===== config.mk =====
export PLATFORM = sky130hd
export DESIGN_NAME = mux_arbiter
export DESIGN_NICKNAME = d
export VERILOG_FILES = /design/src/rtl/mux_arbiter.sv
export SDC_FILE = /design/constraint.sdc
export NUM_CORES = 1
export LEC_CHECK = 0
export CELL_PAD_IN_SITES_DETAIL_PLACEMENT = 0
export CELL_PAD_IN_SITES_GLOBAL_PLACEMENT = 2
export CORE_UTILIZATION = 22
export DETAILED_ROUTE_END_ITERATION = 12
export PLACE_DENSITY_LB_ADDON = 0.1
export SETUP_SLACK_MARGIN = 0.3
export SLEW_MARGIN = 40
export SYNTH_ARGS = -nofsm -noshare
export SYNTH_HDL_FRONTEND = slang
export SYNTH_SLANG_ARGS = --single-unit

===== constraint.sdc =====
create_clock -name clk -period 4.6 [get_ports clk]
set_clock_uncertainty 0.05 [all_clocks]
set_input_delay 0.92 -clock clk [delete_from_list [all_inputs] [get_ports clk]]
set_output_delay 0.92 -clock clk [all_outputs]
set_load 0.02 [all_outputs]

===== src/rtl/mux_arbiter.sv =====
// rtl/mux_arbiter.sv - four-requester round-robin arbiter into a single registered output word
// Requester i's data is taken (ack[i]) only when the output register is free or being drained this cycle.
module mux_arbiter #(
  parameter int WIDTH = 8
) (
  input  logic             clk,
  input  logic             rst,
  input  logic [3:0]       req,
  input  logic [WIDTH-1:0] in1,
  input  logic [WIDTH-1:0] in2,
  input  logic [WIDTH-1:0] in3,
  input  logic [WIDTH-1:0] in4,
  input  logic             out_ready,
  output logic [3:0]       ack,
  output logic [WIDTH-1:0] out,
  output logic             out_valid,
  output logic [1:0]       sel
);

  logic [1:0]       ptr;
  logic [1:0]       win;
  logic             found;
  logic             load;
  logic [WIDTH-1:0] win_data;

  assign load = (req != 4'b0000) && (!out_valid || out_ready);

  // Scan from the pointer upward; 2-bit addition gives the mod-4 wrap for free.
  always_comb begin
    win   = ptr;
    found = 1'b0;
    for (int k = 0; k < 4; k++) begin
      if (!found && req[ptr + 2'(k)]) begin
        win   = ptr + 2'(k);
        found = 1'b1;
      end
    end
  end

  always_comb begin
    win_data = in1;
    case (win)
      2'd0: win_data = in1;
      2'd1: win_data = in2;
      2'd2: win_data = in3;
      2'd3: win_data = in4;
      default: win_data = in1;
    endcase
  end

  // Reset gates ack too, so nothing is acknowledged while the output is being flushed.
  always_comb begin
    ack = 4'b0000;
    if (load && !rst) begin
      ack[win] = 1'b1;
    end
  end

  always_ff @(posedge clk or posedge rst) begin
    if (rst) begin
      out       <= '0;
      out_valid <= 1'b0;
      sel       <= 2'd0;
      ptr       <= 2'd0;
    end else if (load) begin
      out       <= win_data;
      sel       <= win;
      out_valid <= 1'b1;
      ptr       <= win + 2'd1;
    end else if (out_valid && out_ready) begin
      out_valid <= 1'b0;
    end
  end

endmodule


### Word-level counts from Yosys, hierarchy flattened

Cells that the tools add are included.

* register bits after elaboration: 13
* bits of input ports: 39
* logic and storage cells: 53

* add/subtract/negate cells: 4
* $lt $le $gt $ge: 6
* equality and inequality tests: 3
* mux-type cells: 20
* reduce and logical (&&, ||, !) cells: 16

Operators with widths (number)
* $pmux W8 S4: 1
* $lt A2 B3 Y1 const B: 5
* $mux W1: 10
* $bmux W1 S2: 4
* $logic_and A1 B1 Y1: 7
* $mux W2: 3
* $logic_not A1 Y1: 5
* $add A2 B1 Y2 const B: 2
* $add A2 B2 Y2 const B: 2
* $eq A2 B2 Y1 const B: 2
* $mux W4: 1
* $reduce_bool A4 Y1: 1
* $demux W1 S2: 1
* $eq A2 B1 Y1 const B: 1
* $ge A2 B1 Y1 const B: 1
* $logic_not A2 Y1: 1
* $reduce_bool A2 Y1: 1
* $logic_or A1 B1 Y1: 1

### Logic depth before layout (Yosys ltp)

Gate-level depths: netlist of run 1.

* depth after elaboration: 17
* gate-level depth with buffers: 8
* gate-level depth less buffers: 7

### Worst setup path after synthesis of run 1

No wires, ideal clock.

* path type: input port to output port
* from: in req[0]
* to: out ack[1]
* arrival: 2.243 ns
* setup slack: 1.387 ns
* stages: 6
* cells stage by stage: nor2b_1 > a2111o_1 > and2_1 > ha_1 > clkbuf_1 > and3_1

* longest elaborated chain between the ends: 17
* elaborated cells between the ends (all ways): 29
* classes of those cells: 2 x order compare; 17 x mux; 10 x reduce/logical

Ends and longest elaborated chain
* start, declared: RTL line 8 `input logic [3:0] req,`
* $bmux W1 S2: RTL line 33 `if (!found && req[ptr + 2'(k)]) begin`
* $mux W1 (not written as such): RTL line 33
* $mux W1: RTL line 33
* $logic_not A1 Y1: RTL line 33
* $logic_and A1 B1 Y1: RTL line 33
* $mux W1: RTL line 33
* $logic_not A1 Y1: RTL line 33
* $logic_and A1 B1 Y1: RTL line 33
* $mux W1: RTL line 33
* $logic_not A1 Y1: RTL line 33
* $logic_and A1 B1 Y1: RTL line 33
* $mux W2: RTL line 33
* $lt A2 B3 Y1 (not written as such) or $ge A2 B1 Y1 (tied branches): RTL line 55 `ack[win] = 1'b1;`
* $logic_and A1 B1 Y1 (not written as such): RTL line 55
* $mux W1 (not written as such): RTL line 55
* $demux W1 S2: RTL line 55
* $mux W4 (*): RTL line 54 `if (load && !rst) begin`
* end, declared: RTL line 14 `output logic [3:0] ack,`

Every way passes the cells marked *; elsewhere a longest branch is shown, timed or not. The select of a mux whose other input is x is not followed.

### Worst setup path in the final report of run 1

* from: in req[3]
* to: out ack[2]

* longest elaborated chain between the ends: 17
* elaborated cells between the ends (all ways): 29
* classes of those cells: 2 x order compare; 17 x mux; 10 x reduce/logical

Ends and longest elaborated chain
* $bmux W1 S2: RTL line 33
* $mux W1 (not written as such): RTL line 33
* $mux W1: RTL line 33
* $logic_not A1 Y1: RTL line 33
* $logic_and A1 B1 Y1: RTL line 33
* $mux W1: RTL line 33
* $logic_not A1 Y1: RTL line 33
* $logic_and A1 B1 Y1: RTL line 33
* [... 2 more ...]
* $logic_and A1 B1 Y1: RTL line 33
* $mux W2 (*): RTL line 33
* named net win[1]: RTL line 21 `logic [1:0] win;`
* $lt A2 B3 Y1 (not written as such) or $ge A2 B1 Y1 (tied branches): RTL line 55
* $logic_and A1 B1 Y1 (not written as such): RTL line 55
* $mux W1 (not written as such): RTL line 55
* $demux W1 S2 (*): RTL line 55
* $mux W4 (*): RTL line 54

The timed path passes the listed nets; every way through them passes the cells marked *. The select of a mux whose other input is x is not followed.

==> results of run 1 <==
[cells in the final DEF (no fill, tap or decap), types with 2 or more instances in the layout]
| cell type | instances |
|---|---|
| a21boi_0 | 2 |
| a21oi_1 | 2 |
| a222oi_1 | 8 |
| and3_1 | 5 |
| buf_4 | 3 |
| clkbuf_8 | 3 |
| clkdlybuf4s50_1 | 53 |
| dfrtp_1 | 13 |
| ha_1 | 4 |
| mux2_2 | 6 |
| mux2_4 | 3 |
| nand2_1 | 9 |
| nand2b_1 | 2 |
| nor2b_1 | 4 |
| o21ai_0 | 10 |
| o21bai_1 | 2 |
[cells by family (layout without fill, tap and decap cells)]
kind of cell	count (synthesis)	after routing	synth area share, %
AO/OA/AOI/OAI	28	28	23.2
AND/OR/NAND/NOR	26	26	16.0
flip-flops	13	13	36.5
multiplexers	9	9	12.6
buffers and inverters	7	61	4.63
adder cells (fa/ha/maj)	5	5	7.02
[sequential cells by signal (all words and copies together), names as in the netlist]
register	count
out	8
sel	2
ptr	2
out_valid	1
[per-stage QoR]
stage | utilization (%) | power (mW) | setup WS (ns) | std cells | hold WS (ns)
3_5_place_dp | 38.9 | 0.597 | 0.329 | 186 | 0.442
3_3_place_gp | 38.9 | 0.597 | 0.349 | 186 | 0.446
5_1_grt | 40.2 | 0.757 | 0.304 | 190 | 0.480
2_1_floorplan | - | 0.424 | 1.39 | 88 | 0.524
4_1_cts | 40.1 | 0.707 | 0.330 | 190 | 0.461
6_report | 40.2 | 0.699 | 0.408 | 190 | 0.458
[power breakdown]
group | switching (mW) | internal (mW)
registers | 0.0304 | 0.161
logic | 0.191 | 0.214
clock network | 0.0435 | 0.0598
[Yosys cell counts]
cell type  instances  area share (%)
nor2b_1            4             2.8
a41oi_1            1            0.98
clkbuf_1           4             1.7
a222oi_1           8             9.0
nor2_1             1            0.42
and2_4             1            0.98
and3_1             5             3.5
and2_1             1            0.70
dfrtp_1           13              37
inv_1              1            0.42
mux2_4             3             5.1
a21boi_0           2             1.7
nand3_1            1            0.56
a41o_1             1             1.1
a31oi_1            1            0.70
o21ai_0           10             5.6
buf_6              2             2.5
or4_4              1             1.3
o21bai_1           2             1.7
a21oi_1            2             1.1
nor3_1             1            0.56
nand2b_1           2             1.4
ha_1               5             7.0
a2111o_1           1             1.3
mux2_2             6             7.6
nand2_1            9             3.8
[area by class of cell]
class,count,area share (%)
clock buffers,3,2.73
clock inverters,1,0.330
inverters,1,0.248
multi-input cells,68,34.8
flip-flops and latches,13,21.5
well taps,48,3.96
repair buffers,56,36.5
[metal layers]
metal	up-vias	wire length [µm]	global-route usage, %
li1	445	-	-
met1	420	1370	20.3
met2	41	1160	18.6
met3	2	216	2.78
met4	0	14	4.89
met5	-	0	0
[worst max path at each step]
stage,start,cells past startpoint,slack (ns),end
2_1_floorplan,req[0],6,1.39,ack[1]
3_3_place_gp,req[3],7,0.35,ack[2]
3_5_place_dp,req[3],7,0.33,ack[2]
4_1_cts,req[3],7,0.33,ack[2]
5_1_grt,req[0],7,0.30,ack[2]
6_report,req[3],7,0.41,ack[2]
==> results.json, run 1 <==
{
  "finalWeightedCongestion": 0.714,
  "globalRouteOverflowTotal": 0,
  "min_to": "out[2]$_DFFE_PP0P_",
  "vias": 908,
  "syn_area_um2": 891,
  "timing.hold.worst.class": "flip-flop to flip-flop",
  "clk_latency_ns": 0.24,
  "max_clock_freq_mhz": 239,
  "die_w_um": 65.6,
  "grt_first_pass_wirelength_um": 4390,
  "num_rows": 22,
  "irDropWorstVdd_mv": 0.253,
  "outcome": "completed",
  "critical-path-slowest-cell": "clkdlybuf4s50_1",
  "design.final.nets": 187,
  "r2r-end": "out[1]$_DFFE_PP0P_",
  "core_mm2": 0.00377,
  "pin_count": 54,
  "place.detailed.hpwl_um": 2060,
  "die-area_mm2": 0.00431,
  "avgRoutedWirePerCell_um": 14.6,
  "rsz0062_at_grt": "false",
  "critPathBufInv": 2,
  "synthCells": 88,
  "worstMarginPinSlew_ns": 0.518,
  "final_period_minus_worst_setup_slack_ns": 4.19,
  "min_path_cells": 1,
  "place_area_mm2": 0.00147,
  "postSynthNetCount": 132,
  "numClockSinks": 13,
  "drt_wl_total_um": 2770,
  "vias_in_the_first_global_route": 873,
  "die_h_um": 65.6,
  "timing.rr.start": "ptr[1]$_DFFE_PP0P_",
  "slew_viol_final": 0,
  "cp.arrival_ns": 3.22,
  "maxCapViolCount": 0,
  "cts_max_path_buffers": 2,
  "post_route_standard_cell_area_excluding_fillers_mm2": 0.00152,
  "sequential_cell_area_um2": 325,
  "layout.filler_cells": 369,
  "post_synth_num_cell_types": 26,
  "powerDensity_mw_per_mm2": 461,
  "worst-endpoint-required_ns": 3.63,
  "critical_path.top_delay_family": "buffers and inverters",
  "drt_drc_violations_left": 0,
  "worst_path_most_repeated_cell": "clkdlybuf4s50_1",
  "syn_avg_cell_area_um2": 10.1,
  "post-cts-setup-buffers": 0,
  "multiInputGateArea_um2": 527,
  "detailedRoute.firstPassIterationCount": 5,
  "path_cells": "clkdlybuf4s50_1, nor2b_1, a2111o_1, nand2_1, ha_2, and3_1, clkdlybuf4s50_1",
  "startpoint_type": "input pin",
  "synth_seq_area_share_pct": 36.5,
  "grt_start_max_net_pins": 17,
  "htree_depth": 1,
  "report.final.setup_viol": 0,
  "post_cts.resized_instances": 0,
  "holdCritStartpoint": "out[2]$_DFFE_PP0P_",
  "ys_warn_count": 0,
  "drt_first_iter_violations": 86,
  "critPathKind": "input pin to output pin",
  "timing_hold_violations_final": 0,
  "reg_clk_slew_reported_paths_ns": 0.06,
  "setup.reg_to_reg.worst_slack_ns": 2.24,
  "timing.max_slew.rel_slack_pct": 65.5,
  "timing.critical_path.to_type": "output pin",
  "ant_nets": 0,
  "detail_route.vias_per_cell": 4.78,
  "yosys_register_bits": 13,
  "port_buffers": 53,
  "initial_antenna_violation_count": 0,
  "cts_root_buffer": "clkbuf_8",
  "area_delta_synth_final_pct": 70.1,
  "r2r.worst_path.cells": 8,
  "tritoncts": "done",
  "start_util_pct": 23.6,
  "worst_path_largest_cell_delay_ns": 0.60,
  "timing.final.crit_share_pct": 91.1,
  "totalNegativeSetupSlack_ns": 0,
  "grt_util_all_layers_pct": 13.5,
  "critical_path.max_fanout": 9,
  "insertedDiodeCount": 0,
  "layout-drive-gt1-share_pct": 13.4,
  "hold_bufs_inserted_after_cts": 0,
  "p_leak_nw": 0.625,
  "cts-buffers-inserted": 3
}
(Power assumes the default switching activity.)
==> inputs of run 2 (changes only) <==
CORE_MARGIN = 2   (was not set)
SLEW_MARGIN = not set   (was 40)
==> run 2 against run 1 <==
  * Routed wire length is 1.0% lower
  * Final cell count down 0.53%
  * Combinational power is essentially flat
  * Cell area decreased by 0.91%
  * Critical path depth stayed put
  * Global-route usage decreased by 1.3 points
  * Non-clock buffer count fell by 3
  * Utilization down 2.1 points
  * Sequential share of layout area up 0.20 points
  * Sequential power hardly changed
  * Flip-flop and latch count unchanged
  * Setup slack worse by 0.0088 ns
  * Critical endpoint is now ack[3]
  * Highest routed layer unchanged
==> results.json, run 2 (synthesized netlist as in run 1, its figures left out) <==
{
  "num_rows": 23,
  "mostFrequentLayoutCells": "52 x clkdlybuf4s50_1, 13 x dfrtp_1, 9 x nand2_1, 9 x o21ai_0, 8 x a222oi_1",
  "vias_in_the_first_global_route": 930,
  "placed_cells_incl_taps": 185,
  "detailedRoute.firstPassIterationCount": 4,
  "layout-drive-gt1-share_pct": 12.2,
  "postLayoutCoreUtil_pct": 38.1,
  "drt_first_iter_violations": 48,
  "die_h_um": 67.6,
  "hold_bufs_inserted_after_cts": 0,
  "grt_start_max_net_pins": 18,
  "grt_util_all_layers_pct": 12.3,
  "max_reg_flops": 8,
  "port_buffers": 53,
  "timing.critical_path.to_type": "output pin",
  "post-cts-setup-buffers": 0,
  "worstMarginPinSlew_ns": 0.601,
  "numClockSinks": 13,
  "cp.arrival_ns": 3.23,
  "place_area_mm2": 0.00145,
  "detail_route.vias_per_cell": 4.80,
  "cts_max_path_buffers": 2,
  "vias": 907,
  "start_util_pct": 22.6,
  "registers_with_the_most_flip_flops": "out (8), ptr (2), sel (2)",
  "post_route_standard_cell_area_excluding_fillers_mm2": 0.00150,
  "final-instance-count-excl-fill": 189,
  "drt_drc_violations_left": 0,
  "tritoncts": "done",
  "final_period_minus_worst_setup_slack_ns": 4.20,
  "slew_viol_final": 0,
  "timing_hold_violations_final": 0,
  "outcome": "completed",
  "cts_root_buffer": "clkbuf_8",
  "ant_nets": 0,
  "die_w_um": 67.6,
  "avgRoutedWirePerCell_um": 14.5,
  "timing.hold.worst.class": "flip-flop to flip-flop",
  "core_mm2": 0.00394,
  "maxCapViolCount": 0,
  "drt_wl_total_um": 2740,
  "dp_worst_setup_slack_ns": 0.264,
  "totalNegativeSetupSlack_ns": 0,
  "finalWeightedCongestion": 0.716,
  "critical_path.max_fanout": 9,
  "htree_depth": 1,
  "place.detailed.hpwl_um": 2100,
  "worst-endpoint-required_ns": 3.63,
  "registers.top_by_ff_count": "out",
  "reg_clk_slew_reported_paths_ns": 0.05,
  "setup_slack_ns": 0.399,
  "die-area_mm2": 0.00457,
  "rsz0062_at_grt": "true",
  "timing.final.crit_share_pct": 91.3,
  "irDropWorstVdd_mv": 0.156,
  "globalRouteOverflowTotal": 0,
  "timing.max_slew.rel_slack_pct": 59.9,
  "layout.cells.most_common": "clkdlybuf4s50_1",
  "startpoint_type": "input pin",
  "design.final.nets": 184,
  "initial_antenna_violation_count": 0,
  "insertedDiodeCount": 0,
  "area_delta_synth_final_pct": 68.5,
  "cts-buffers-inserted": 3,
  "clk_latency_ns": 0.24,
  "powerDensity_mw_per_mm2": 462,
  "pin_count": 54,
  "p_leak_nw": 0.622,
  "report.final.setup_viol": 0,
  "critPathKind": "input pin to output pin",
  "grt_first_pass_wirelength_um": 4180,
  "max_clock_freq_mhz": 238
}
[run 2: cell types whose count changed in the layout (fill, tap and decap cells not counted), sizes merged]
cell,change
clkdlybuf4s50,-1
buf,-3
clkinv,-1
dlymetal6s2s,+1
clkbuf,+1
[run 2: report_power, final]
| group | internal [mW] | total (mW) | switching, mW |
|---|---|---|---|
| sequential | 0.161 | 0.192 | 0.0308 |
| combinational | 0.210 | 0.402 | 0.191 |
| clock | 0.0610 | 0.100 | 0.0392 |
[run 2: worst paths after layout]
kind / end / cells past startpoint / start / slack [ns]
max: ack[3] / 7 / req[3] / 0.40
min: out[1]$_DFFE_PP0P_ / 1 / out[1]$_DFFE_PP0P_ / 0.46
max reg2reg: out[1]$_DFFE_PP0P_ / 7 / ptr[1]$_DFFE_PP0P_ / 2.30
min reg2reg: out[1]$_DFFE_PP0P_ / 1 / out[1]$_DFFE_PP0P_ / 0.46
max in group asynchronous: out[7]$_DFFE_PP0P_ / 2 / rst / 3.11
min in group asynchronous: ptr[0]$_DFFE_PP0P_ / 2 / rst / 1.00
[run 2: layout make-up]
class | instances | area (µm²)
multi-input combinational | 68 | 532
tap | 50 | 62.6
fill | 389 | 2440
sequential | 13 | 325
clock buffer | 4 | 45.0
timing repair buffer | 53 | 533
inverter | 1 | 3.75
[run 2: what timing repair did]
| action | CTS | global route |
|---|---|---|
| pin swaps | 0 | 0 |
| endpoints found under the hold margin | 0 | 0 |
| setup endpoints to repair | 3 | 3 |
| resized for setup | 3 | 2 |
[run 2: worst max-delay path, cell delays in order]
cell and delay (ns):
clkdlybuf4s50_1 0.55, nor2b_1 0.10, a2111o_1 0.46, nand2_1 0.12, ha_2 0.30, and3_1 0.18, clkdlybuf4s50_1 0.60
[run 2: metal layers]
metal | vias to the layer above | part of all wire [%] | global-route usage (%)
li1 | 441 | - | -
met2 | 41 | 47 | 21.1
met3 | 4 | 9.7 | 3.33
met1 | 421 | 42 | 14.3
met4 | 0 | 1.2 | 5.10
met5 | - | 0 | 0
[run 2: metrics by stage]
step	hold slack, ns	power [mW]
floorplan	0.524	0.424
global placement	0.447	0.595
detailed placement	0.449	0.595
CTS	0.467	0.708
global route	0.485	0.750
finish	0.460	0.694
